File: src/rtl/lab1_pkg.sv
// Board-wide constants for lab1 plus the per-bit debounce state type.
package lab1_pkg;

    localparam int unsigned CLK_HZ          = 24_000_000;
    localparam int unsigned DEBOUNCE_MS     = 10;
    localparam int unsigned DEBOUNCE_CYCLES = CLK_HZ / 1000 * DEBOUNCE_MS;

    typedef enum logic {
        DB_STABLE  = 1'b0,
        DB_PENDING = 1'b1
    } db_state_e;

endpackage

File: src/rtl/debounce_bit.sv
// One switch line: two-flop synchronizer, persistence counter and registered
// rise/fall strobes. event_d is the pre-register strobe so the parent can align `changed`.
module debounce_bit
    import lab1_pkg::*;
#(
    parameter int unsigned CNT_MAX = DEBOUNCE_CYCLES
) (
    input  logic clk,
    input  logic reset,
    input  logic raw,
    output logic clean,
    output logic rise,
    output logic fall,
    output logic event_d
);

    localparam int unsigned      CNT_W    = $clog2(CNT_MAX + 1);
    localparam logic [CNT_W-1:0] CNT_LAST = CNT_W'(CNT_MAX - 1);

    db_state_e        state_q, state_d;
    logic [CNT_W-1:0] cnt_q, cnt_d;
    logic             sync1_q, sync1_d;
    logic             sync2_q, sync2_d;
    logic             clean_q, clean_d;
    logic             rise_q, rise_d;
    logic             fall_q, fall_d;
    logic             mismatch;

    // NOTE: every signal written here gets a default first, so no path leaves it unassigned and no latch is inferred.
    always_comb begin
        state_d  = state_q;
        cnt_d    = cnt_q;
        clean_d  = clean_q;
        rise_d   = 1'b0;
        fall_d   = 1'b0;
        sync1_d  = raw;
        sync2_d  = sync1_q;
        mismatch = (sync2_q != clean_q);

        unique case (state_q)
            DB_STABLE: begin
                cnt_d = '0;
                if (mismatch) begin
                    // With CNT_MAX == 1 the idle count already equals the last value.
                    if (cnt_q == CNT_LAST) begin
                        clean_d = sync2_q;
                        rise_d  = sync2_q;
                        fall_d  = ~sync2_q;
                    end else begin
                        state_d = DB_PENDING;
                        cnt_d   = cnt_q + CNT_W'(1);
                    end
                end
            end
            DB_PENDING: begin
                if (!mismatch) begin
                    state_d = DB_STABLE;
                    cnt_d   = '0;
                end else if (cnt_q == CNT_LAST) begin
                    state_d = DB_STABLE;
                    cnt_d   = '0;
                    clean_d = sync2_q;
                    rise_d  = sync2_q;
                    fall_d  = ~sync2_q;
                end else begin
                    cnt_d = cnt_q + CNT_W'(1);
                end
            end
            default: begin
                state_d = DB_STABLE;
                cnt_d   = '0;
            end
        endcase
    end

    // NOTE: state registers use non-blocking assignments so every flop samples pre-edge values.
    always_ff @(posedge clk) begin
        if (!reset) begin
            state_q <= DB_STABLE;
            cnt_q   <= '0;
            sync1_q <= 1'b0;
            sync2_q <= 1'b0;
            clean_q <= 1'b0;
            rise_q  <= 1'b0;
            fall_q  <= 1'b0;
        end else begin
            state_q <= state_d;
            cnt_q   <= cnt_d;
            sync1_q <= sync1_d;
            sync2_q <= sync2_d;
            clean_q <= clean_d;
            rise_q  <= rise_d;
            fall_q  <= fall_d;
        end
    end

    assign clean   = clean_q;
    assign rise    = rise_q;
    assign fall    = fall_q;
    assign event_d = rise_d | fall_d;

endmodule

File: src/rtl/switch_debouncer.sv
// Debounces WIDTH asynchronous switch lines and flags any accepted level change
// with a single registered `changed` pulse aligned to the per-bit strobes.
module switch_debouncer
    import lab1_pkg::*;
#(
    parameter int unsigned WIDTH   = 4,
    parameter int unsigned CNT_MAX = DEBOUNCE_CYCLES
) (
    input  logic             clk,
    input  logic             reset,
    input  logic [WIDTH-1:0] sw_raw,
    output logic [WIDTH-1:0] sw_clean,
    output logic [WIDTH-1:0] sw_rise,
    output logic [WIDTH-1:0] sw_fall,
    output logic             changed
);

    logic [WIDTH-1:0] event_d;
    logic             changed_q, changed_d;

    for (genvar i = 0; i < WIDTH; i++) begin : g_bit
        debounce_bit #(
            .CNT_MAX (CNT_MAX)
        ) u_bit (
            .clk     (clk),
            .reset   (reset),
            .raw     (sw_raw[i]),
            .clean   (sw_clean[i]),
            .rise    (sw_rise[i]),
            .fall    (sw_fall[i]),
            .event_d (event_d[i])
        );
    end

    always_comb begin
        changed_d = |event_d;
    end

    always_ff @(posedge clk) begin
        if (!reset) begin
            changed_q <= 1'b0;
        end else begin
            changed_q <= changed_d;
        end
    end

    assign changed = changed_q;

endmodule

File: config.mk
export PLATFORM = sky130hd
export DESIGN_NAME = switch_debouncer
export DESIGN_NICKNAME = d
export VERILOG_FILES = /design/src/rtl/lab1_pkg.sv /design/src/rtl/debounce_bit.sv /design/src/rtl/switch_debouncer.sv
export SDC_FILE = /design/constraint.sdc
export NUM_CORES = 1
export LEC_CHECK = 0
export ABC_CLOCK_PERIOD_IN_PS = 2240
export CORE_ASPECT_RATIO = 0.75
export CORE_UTILIZATION = 55
export CTS_CLUSTER_SIZE = 12
export DETAILED_ROUTE_END_ITERATION = 10
export DONT_BUFFER_PORTS = 1
export GPL_ROUTABILITY_DRIVEN = 0
export HOLD_SLACK_MARGIN = 0.12
export PLACE_DENSITY = 0.7
export SLEW_MARGIN = 5
export SYNTH_ARGS = -nofsm -noshare
export SYNTH_HDL_FRONTEND = slang
export SYNTH_SLANG_ARGS = --single-unit
File: constraint.sdc
create_clock -name clk -period 2.24 [get_ports clk]
set_input_delay 0.448 -clock clk [delete_from_list [all_inputs] [get_ports clk]]
set_output_delay 0.448 -clock clk [all_outputs]
set_load 0.005 [all_outputs]
### Word level (Yosys, flattened, before mapping)

Index checks and enable logic that the tools add are counted.

| storage, ports and cells | value |
|---|---|
| input bits | 6 |
| memory bits (read-only) | 0 |
| bits in latches | 0 |
| memories kept | 0 |
| output and inout bits | 13 |
| flip-flop bits (word level) | 93 |
| RAM bits | 0 |

| cells by class | value |
|---|---|
| $add $sub $neg | 4 |
| div/mod/pow operators | 0 |
| muxes and demuxes | 24 |
| bitwise gates (word level) | 13 |
| reductions and logical operators | 9 |
| magnitude comparators | 0 |
| multipliers | 0 |
| shifts and indexed selects | 0 |
| equal/unequal tests | 8 |

Operator list:

| operator | count |
|---|---|
| adder 18 x 1 -> 18 bit, second input constant | 4 |
| == test 18 bit, second input constant | 4 |
| two-way mux 1 bit | 24 |
| OR reduction 3 bit | 4 |
| NOT 1 bit | 9 |
| AND reduction 2 bit | 4 |
| != test 1 bit | 4 |
| OR 1 bit | 4 |
| OR reduction 4 bit | 1 |

### Longest topological paths before layout

Gate-level depths: netlist (run 1).

| depth | value |
|---|---|
| depth after elaboration | 5 |
| mapped depth | 6 |
| gate-level depth less buffers | 5 |

### Cells and area by module

A second synthesis (run 1) with hierarchy kept.

| second synthesis, totals | value |
|---|---|
| cells, all modules | 467 |
| area total of the unflattened synthesis | 4,390.5 sq um |

By module, submodules not included:

| module | sequential area each (sq um) | instances | cells each | area an instance (sq um) |
|---|---|---|---|---|
| debounce_bit at g_bit[0].u_bit ... | 460.4 | 3 | 116 | 1,098.6 |
| debounce_bit at g_bit[3].u_bit | 460.4 | 1 | 117 | 1,063.5 |
| switch_debouncer | 20.0 | 1 | 2 | 31.3 |

### Least setup slack after synthesis (run 1)

No wires, ideal clock.

| timing path | value |
|---|---|
| path type | register to register |
| start point | reg g_bit[0].u_bit.cnt_q[0] |
| end point | reg g_bit[0].u_bit.cnt_q[10] |
| clock period less this slack | 1.840 ns |
| library setup time | 0.117 ns |
| cell stages (with the launch flop) | 7 |
| data arrival time | 1.722 ns |
| path slack | 0.400 ns |
| path through | dfxtp_1 -> ha_1 -> nand4_1 -> or3_1 -> o21ai_2 -> buf_2 -> nor2_1 |

| on the way | value |
|---|---|
| longest elaborated chain between the ends | 2 |
| elaborated cells on any way between the ends | 3 |
| classes of those cells | 1 x add/sub; 1 x eq/ne; 1 x reduce/logical |

RTL lines:

| what | line | text |
|---|---|---|
| start: declaration | debounce_bit.sv:21 | `logic [CNT_W-1:0] cnt_q, cnt_d;` |
| start signal: assignment | debounce_bit.sv:88 | `cnt_q <= cnt_d;` |
| parallel branches: the longest is 2 deep, another holds adder 18 x 1 -> 18 bit | -- |  |

Parallel ways; which one is timed is not known.
A chain may end at the register's enable or synchronous reset.

### Worst setup path after layout (run 1)

| timing path | value |
|---|---|
| start point | reg g_bit[1].u_bit.cnt_q[11] |
| end point | reg g_bit[1].u_bit.cnt_q[5] |

| on the way | value |
|---|---|
| longest elaborated chain between the ends | 2 |

RTL lines:

| what | line |
|---|---|
| start: declaration | debounce_bit.sv:21 |
| start signal: assignment | debounce_bit.sv:88 |
| == test 18 bit | debounce_bit.sv:45, debounce_bit.sv:59 |
| OR reduction 3 bit (no source line) | -- |

Every way passes these cells.

==> results.md, run 1 <==
- Status: completed
- Peak fanout along the critical path: 16
- Distinct cells, synth: 43
- Reg2Reg Depth: 4
- Post-DR wirelength/cell: 12.8 um
- Final setup viols: 0
- Antenna violations before repair: 2
- Vias in the first global route: 2819
- Syn_nets: 474
- Max Root-Sink Buffers: 2
- H-tree levels: 3
- Num ports: 19
- Drt total wl: 7180 um
- Power Dens Cells: 654 mW/mm^2
- DRC Markers: 0
- Vias per cell: 5.39
- Worst Skew: 5.68 ps
- Final core occ: 0.613
- Unrepaired setup endpoints after global routing: false
- CP max stage cell: a21o_1
- Initial DRC Count: 125
- FF-to-FF Start: g_bit[1].u_bit.cnt_q[11]$_SDFF_PP0_
- Largest net degree at the start of global routing: 19
- Vert. Die Dim: 76.1 um
- Kind of critical path: flip-flop to flip-flop
- ANT nets after route: 0
- Total grt overflow: 0
- Hold EP: g_bit[1].u_bit.sync1_q$_SDFF_PN0_
- Final Net Count: 467
- Hold Vio Cnt, Final: 0
- Die area: 0.00767 mm^2
- Core area: 0.00693 mm^2
- Hold Buf Count CTS: 0
- WHS Path Cells: 1
- Avg Cell Area, Syn: 8.67 um^2
- Initial DRT Pass Iterations: 4
- Met2 wire len: 3190 um
- FFs w/ async S/R, synth: 0
- Min cycle time layout: 1970 ps
- Fraction of layout cells with a size suffix above 1: 0.0758
- Total power: 2.77 mW
- Post-CTS Setup Repair Bufs: 0
- Clk slew on worst S/H paths: 90 ps
- Worst Tran Pin Value: 622 ps
- Relative slew margins: 0.582
- Req. time, crit path: 2470 ps
- Worst Hold Launch: reset
- CTS tree: built
- Post-Route M1 WL: 3630 um
- Crit-path max cell delay: 490 ps
- Crit-path cells: or3b_2 -> nor4_1 -> a21o_1 -> nor2_1
- Port bufs: 0
- Top_reg_cell synth: dfxtp_1
- Metal3 WL: 301 um
- Hold_ws: 219 ps
- Synth-to-layout area growth: 5.47%
- Max VDD drop: 0.000383 V
- Post-route clock period utilization: 0.879
- Hold Crit Class: input port to flip-flop
- Crit path DAT: 2200 ps
- Via count: 3030
- Leak: 1.25 nW
- Yosys warning count: 0
- Setup TNS: 0 ps
- EDFF count, synth: 0
- Inserted Clock Buffers: 9
- Root Driver: clkbuf_8
- CP startpoint kind: flip-flop
- Flops & latches, synth: 93
- R2r setup slk: 270 ps
- Post-Syn Area: 0.00403 mm^2
- Post-Syn Instances: 464
- Max Clock Freq: 508 MHz
- Worst Setup End Kind: flip-flop
- # resized after CTS: 0
- Reg2reg end: g_bit[1].u_bit.cnt_q[5]$_SDFF_PP0_
- Global Route Usage Sum: 0.202
- First-pass GRT wire length: 12400 um
- Hpwl dp: 5160 um
- Later-pin clock latency in the skew report: 350 ps
- Max Cap Violations: 0
- Die Wd: 101 um
- Clk sinks: 93
- Initial core utilization: 0.581
- Slew Limit Fails: 0
- Seq/Total Area, Yosys: 0.463
- Rows: 26
- Top Metal Used: met4
## cell usage after synthesis, types with 2 or more instances
master	n	area, um^2
a21oi_1	18	90.1
a31o_2	2	17.5
and2_1	12	75.1
and3_1	4	25.0
and4_1	3	26.3
buf_2	5	25.0
buf_4	12	90.1
clkbuf_1	7	26.3
dfxtp_1	93	1860
ha_1	4	50.1
inv_1	18	67.6
nand2_1	33	124
nand3_1	25	125
nand3_2	2	20.0
nand4_1	16	100
nor2_1	72	270
nor3_1	17	85.1
nor4_1	16	100
nor4bb_1	2	20.0
o21ai_0	10	50.1
o31ai_1	3	22.5
o41ai_1	2	17.5
or2_2	2	12.5
or3_1	11	68.8
or4_1	5	37.5
or4b_2	2	20.0
xnor2_1	37	324
xor2_1	16	140
## cell usage in the layout, fill, tap and decap left out, drive strengths merged, types with 3 or more instances in the layout
master   n
a21oi   18
and2    12
and3     4
and4     3
buf      6
clkbuf  10
clkinv   3
dfxtp   93
ha       4
inv     19
nand2   33
nand3   27
nand4   17
nor2    72
nor3    17
nor4    16
o21ai   12
o31ai    3
or3     11
or4      6
xnor2   37
xor2    16
## layer usage
layer,up-vias,global-route usage
met2,50,0.323
met1,1400,0.261
met3,6,0.0541
li1,1574,-
met4,0,0.0739
met5,-,0
## how the worst max path moves through the flow
stage / startpoint / to / slack, ps / depth (start not counted)
final: g_bit[1].u_bit.cnt_q[11]$_SDFF_PP0_ / g_bit[1].u_bit.cnt_q[5]$_SDFF_PP0_ / 270 / 4
after global routing: g_bit[1].u_bit.cnt_q[0]$_SDFF_PP0_ / g_bit[1].u_bit.cnt_q[3]$_SDFF_PP0_ / 60 / 5
after CTS: g_bit[1].u_bit.cnt_q[0]$_SDFF_PP0_ / g_bit[1].u_bit.cnt_q[8]$_SDFF_PP0_ / 240 / 5
after detailed placement: g_bit[1].u_bit.cnt_q[0]$_SDFF_PP0_ / g_bit[1].u_bit.cnt_q[5]$_SDFF_PP0_ / 260 / 5
after global placement: g_bit[1].u_bit.cnt_q[0]$_SDFF_PP0_ / g_bit[1].u_bit.cnt_q[12]$_SDFF_PP0_ / 310 / 5
after floorplan: g_bit[0].u_bit.cnt_q[0]$_SDFF_PP0_ / g_bit[0].u_bit.cnt_q[10]$_SDFF_PP0_ / 400 / 6
## metrics by stage
stage / setup slack, ps / instance area [um^2] / cells
floorplan: 400 / 4030 / 464
global placement: 309 / 4050 / 544
detailed placement: 264 / 4050 / 544
CTS: 243 / 4240 / 560
global route: 61.2 / 4250 / 562
finish: 271 / 4250 / 562
## power breakdown
part / internal, mW / switching [mW]
logic: 0.00982 / 0.0167
clock network: 0.515 / 0.567
registers: 1.66 / 0.00568
## worst max-delay path: cells and delay by family, from the launching register on
| family | cells | cell delay (ps) |
|---|---|---|
| AND/OR/NAND/NOR | 3 | 940 |
| flip-flops | 1 | 420 |
| AO/OA/AOI/OAI | 1 | 490 |
## flip-flops by register name, summed over array words and instances, names as in the netlist
name,count
changed,1
g_bit.u_bit.clean,4
g_bit.u_bit.cnt_q,72
g_bit.u_bit.fall,4
g_bit.u_bit.rise,4
g_bit.u_bit.sync1_q,4
g_bit.u_bit.sync2_q,4
## kinds of logic after synthesis
family,Yosys count,share of synthesized area
compound gates,42,0.0640
buf+inv,42,0.0519
simple gates,230,0.294
flops,93,0.463
fa+ha+maj,4,0.0124
xor+xnor,53,0.115
## area by class of cell
class                      count  area (um^2)
fill                         630         2680
multi-input combinational    329         1950
sequential                    93         1860
clock buffer                  10          128
tap                           98          123
inverter                      18         67.6
clock inverter                 6         61.3
timing repair buffer           6         45.0
antenna                        2         5.00
(Power assumes the default switching activity.)
==> run 2: changes to the inputs <==
Settings changed: CTS_BUF_LIST set to sky130_fd_sc_hd__clkbuf_8 sky130_fd_sc_hd__clkbuf_16.
==> results.md, run 2 (synthesis results as in run 1) <==
- Slew Limit Fails: 0 (unchanged)
- Pre-CTS worst setup slack: 264 ps (unchanged)
- Finished Layout Cells: 562 (unchanged)
- Max Clock Freq: 508 MHz (about the same)
- Hold Buf Count CTS: 0 (unchanged)
- Vias per cell: 5.39 (unchanged)
- Hold Vio Cnt, Final: 0 (unchanged)
- Hpwl dp: 5160 um (unchanged)
- Critical path capture point: g_bit[1].u_bit.cnt_q[5]$_SDFF_PP0_ (unchanged)
- Post-DR wirelength/cell: 12.8 um (unchanged)
- Max Cap Violations: 0 (unchanged)
- Vias in the first global route: 2819 (unchanged)
- Leak: 1.26 nW (was 1.25 nW)
- Max VDD drop: 0.000383 V (about the same)
- Family with the most delay on the worst path: simple AND/OR/NAND/NOR gates (unchanged)
- First-pass GRT wire length: 12400 um (unchanged)
- Status: completed (unchanged)
- Fraction of layout cells with a size suffix above 1: 0.0758 (unchanged)
- Top Metal Used: met4 (unchanged)
- Buf/Inv on CP: 0 (unchanged)
- Worst Skew: 5.68 ps (unchanged)
- CP max stage cell: a21o_1 (unchanged)
- Root Driver: clkbuf_8 (unchanged)
- Area of the multi-input gates: 0.00195 mm^2 (unchanged)
- WP depth: 4 (unchanged)
- Relative slew margins: 0.582 (unchanged)
- Hold_ws: 218 ps (was 219 ps)
- Final setup viols: 0 (unchanged)
- Post-route clock period utilization: 0.879 (about the same)
- Port bufs: 0 (unchanged)
- Initial core utilization: 0.581 (unchanged)
- Kind of critical path: flip-flop to flip-flop (unchanged)
- Inserted Clock Buffers: 9 (unchanged)
- Crit. Startpoint: g_bit[1].u_bit.cnt_q[11]$_SDFF_PP0_ (unchanged)
- Initial DRC Count: 125 (unchanged)
- H-tree levels: 3 (unchanged)
- Total grt overflow: 0 (unchanged)
- Rows: 26 (unchanged)
- DRC Markers: 0 (unchanged)
- Max reg flops: 72 (unchanged)
- R2r setup slk: 270 ps (about the same)
- Reg2Reg Depth: 4 (unchanged)
- Worst Setup End Kind: flip-flop (unchanged)
- Post-route worst setup slack: 270 ps (was 271 ps)
- Num ports: 19 (unchanged)
- FF-to-FF Start: g_bit[1].u_bit.cnt_q[11]$_SDFF_PP0_ (unchanged)
- Largest reg by FF count: g_bit.u_bit.cnt_q (unchanged)
- Drt total wl: 7180 um (unchanged)
- ANT nets after route: 0 (unchanged)
- Power Dens Cells: 653 mW/mm^2 (was 654 mW/mm^2)
- Min cycle time layout: 1970 ps (about the same)
- Synth-to-layout area growth: 5.47% (unchanged)
- Clk sinks: 93 (unchanged)
- Crit-path cells: or3b_2 -> nor4_1 -> a21o_1 -> nor2_1 (unchanged)
- Max Root-Sink Buffers: 2 (unchanged)
- Placed cells: 544 (unchanged)
- Crit path DAT: 2200 ps (about the same)
- Die area: 0.00767 mm^2 (unchanged)
- Clk slew on worst S/H paths: 90 ps (about the same)
- Worst Tran Pin Value: 622 ps (unchanged)
- CTS tree: built (unchanged)
- Fillcell total: 630 (unchanged)
- Total power: 2.77 mW (about the same)
- CP startpoint kind: flip-flop (unchanged)
- Commonest non-fill, non-tap cell in the layout: dfxtp_1 (unchanged)
- Hold Crit Class: input port to flip-flop (unchanged)
- Vert. Die Dim: 76.1 um (unchanged)
- Die Wd: 101 um (unchanged)
- Register area: 0.00186 mm^2 (unchanged)
- Req. time, crit path: 2470 ps (about the same)
- Met2 wire len: 3190 um (unchanged)
- Antenna violations before repair: 2 (unchanged)
- Final Net Count: 467 (unchanged)
- Post-Route M1 WL: 3630 um (unchanged)
- Post-CTS Setup Repair Bufs: 0 (unchanged)
- Metal3 WL: 301 um (unchanged)
- Crit-path max cell delay: 490 ps (about the same)
- Unrepaired setup endpoints after global routing: false (unchanged)
- Later-pin clock latency in the skew report: 350 ps (about the same)
- Setup TNS: 0 ps (unchanged)
- Core area: 0.00693 mm^2 (unchanged)
- Via count: 3030 (unchanged)
- Reg2reg end: g_bit[1].u_bit.cnt_q[5]$_SDFF_PP0_ (unchanged)
- Global Route Usage Sum: 0.202 (unchanged)
- # resized after CTS: 0 (unchanged)
- Peak fanout along the critical path: 16 (unchanged)
- Most frequent cells in the layout: dfxtp_1, nor2_1, xnor2_1 (unchanged)
- Largest net degree at the start of global routing: 19 (unchanged)
- Initial DRT Pass Iterations: 4 (unchanged)
[run 2: changes by cell type in the layout (fill, tap and decap cells not counted), sizes merged]
cell / change
clkbuf: -1
inv: +1
[run 2: per-layer routing]
layer	global-route usage	up-vias
met3	0.0541	6
met1	0.261	1400
met5	0	-
li1	-	1574
met2	0.323	50
met4	0.0739	0
[run 2: worst min path at each step]
stage                                       from                           endpoint  slack [ps]  depth (start not counted)
4_1_cts                                    reset  g_bit[1].u_bit.sync1_q$_SDFF_PN0_         200                          1
5_1_grt                                    reset  g_bit[1].u_bit.sync1_q$_SDFF_PN0_         190                          1
6_report                                   reset  g_bit[1].u_bit.sync1_q$_SDFF_PN0_         220                          1
2_1_floorplan  g_bit[0].u_bit.sync1_q$_SDFF_PN0_  g_bit[0].u_bit.sync2_q$_SDFF_PN0_         410                          1
3_5_place_dp   g_bit[3].u_bit.sync1_q$_SDFF_PN0_  g_bit[3].u_bit.sync2_q$_SDFF_PN0_         420                          1
3_3_place_gp   g_bit[0].u_bit.sync1_q$_SDFF_PN0_  g_bit[0].u_bit.sync2_q$_SDFF_PN0_         410                          1
[run 2: through the flow]
step	utilization	instance area, um^2
floorplan	-	4030
global placement	0.585	4050
detailed placement	0.585	4050
CTS	0.612	4240
global route	0.613	4250
finish	0.613	4250
[run 2: area by class of cell]
cell class,instances,area share
inverter,18,0.0159
clock inverter,7,0.0153
antenna,2,0.00118
timing repair buffer,6,0.0106
tap,98,0.0289
clock buffer,9,0.0292
multi-input combinational,329,0.460
sequential,93,0.439
[run 2: power by group]
group | internal (mW) | switching, mW | total (mW)
clock | 0.510 | 0.567 | 1.08
combinational | 0.00982 | 0.0167 | 0.0266
sequential | 1.66 | 0.00568 | 1.67
total | 2.18 | 0.590 | 2.77
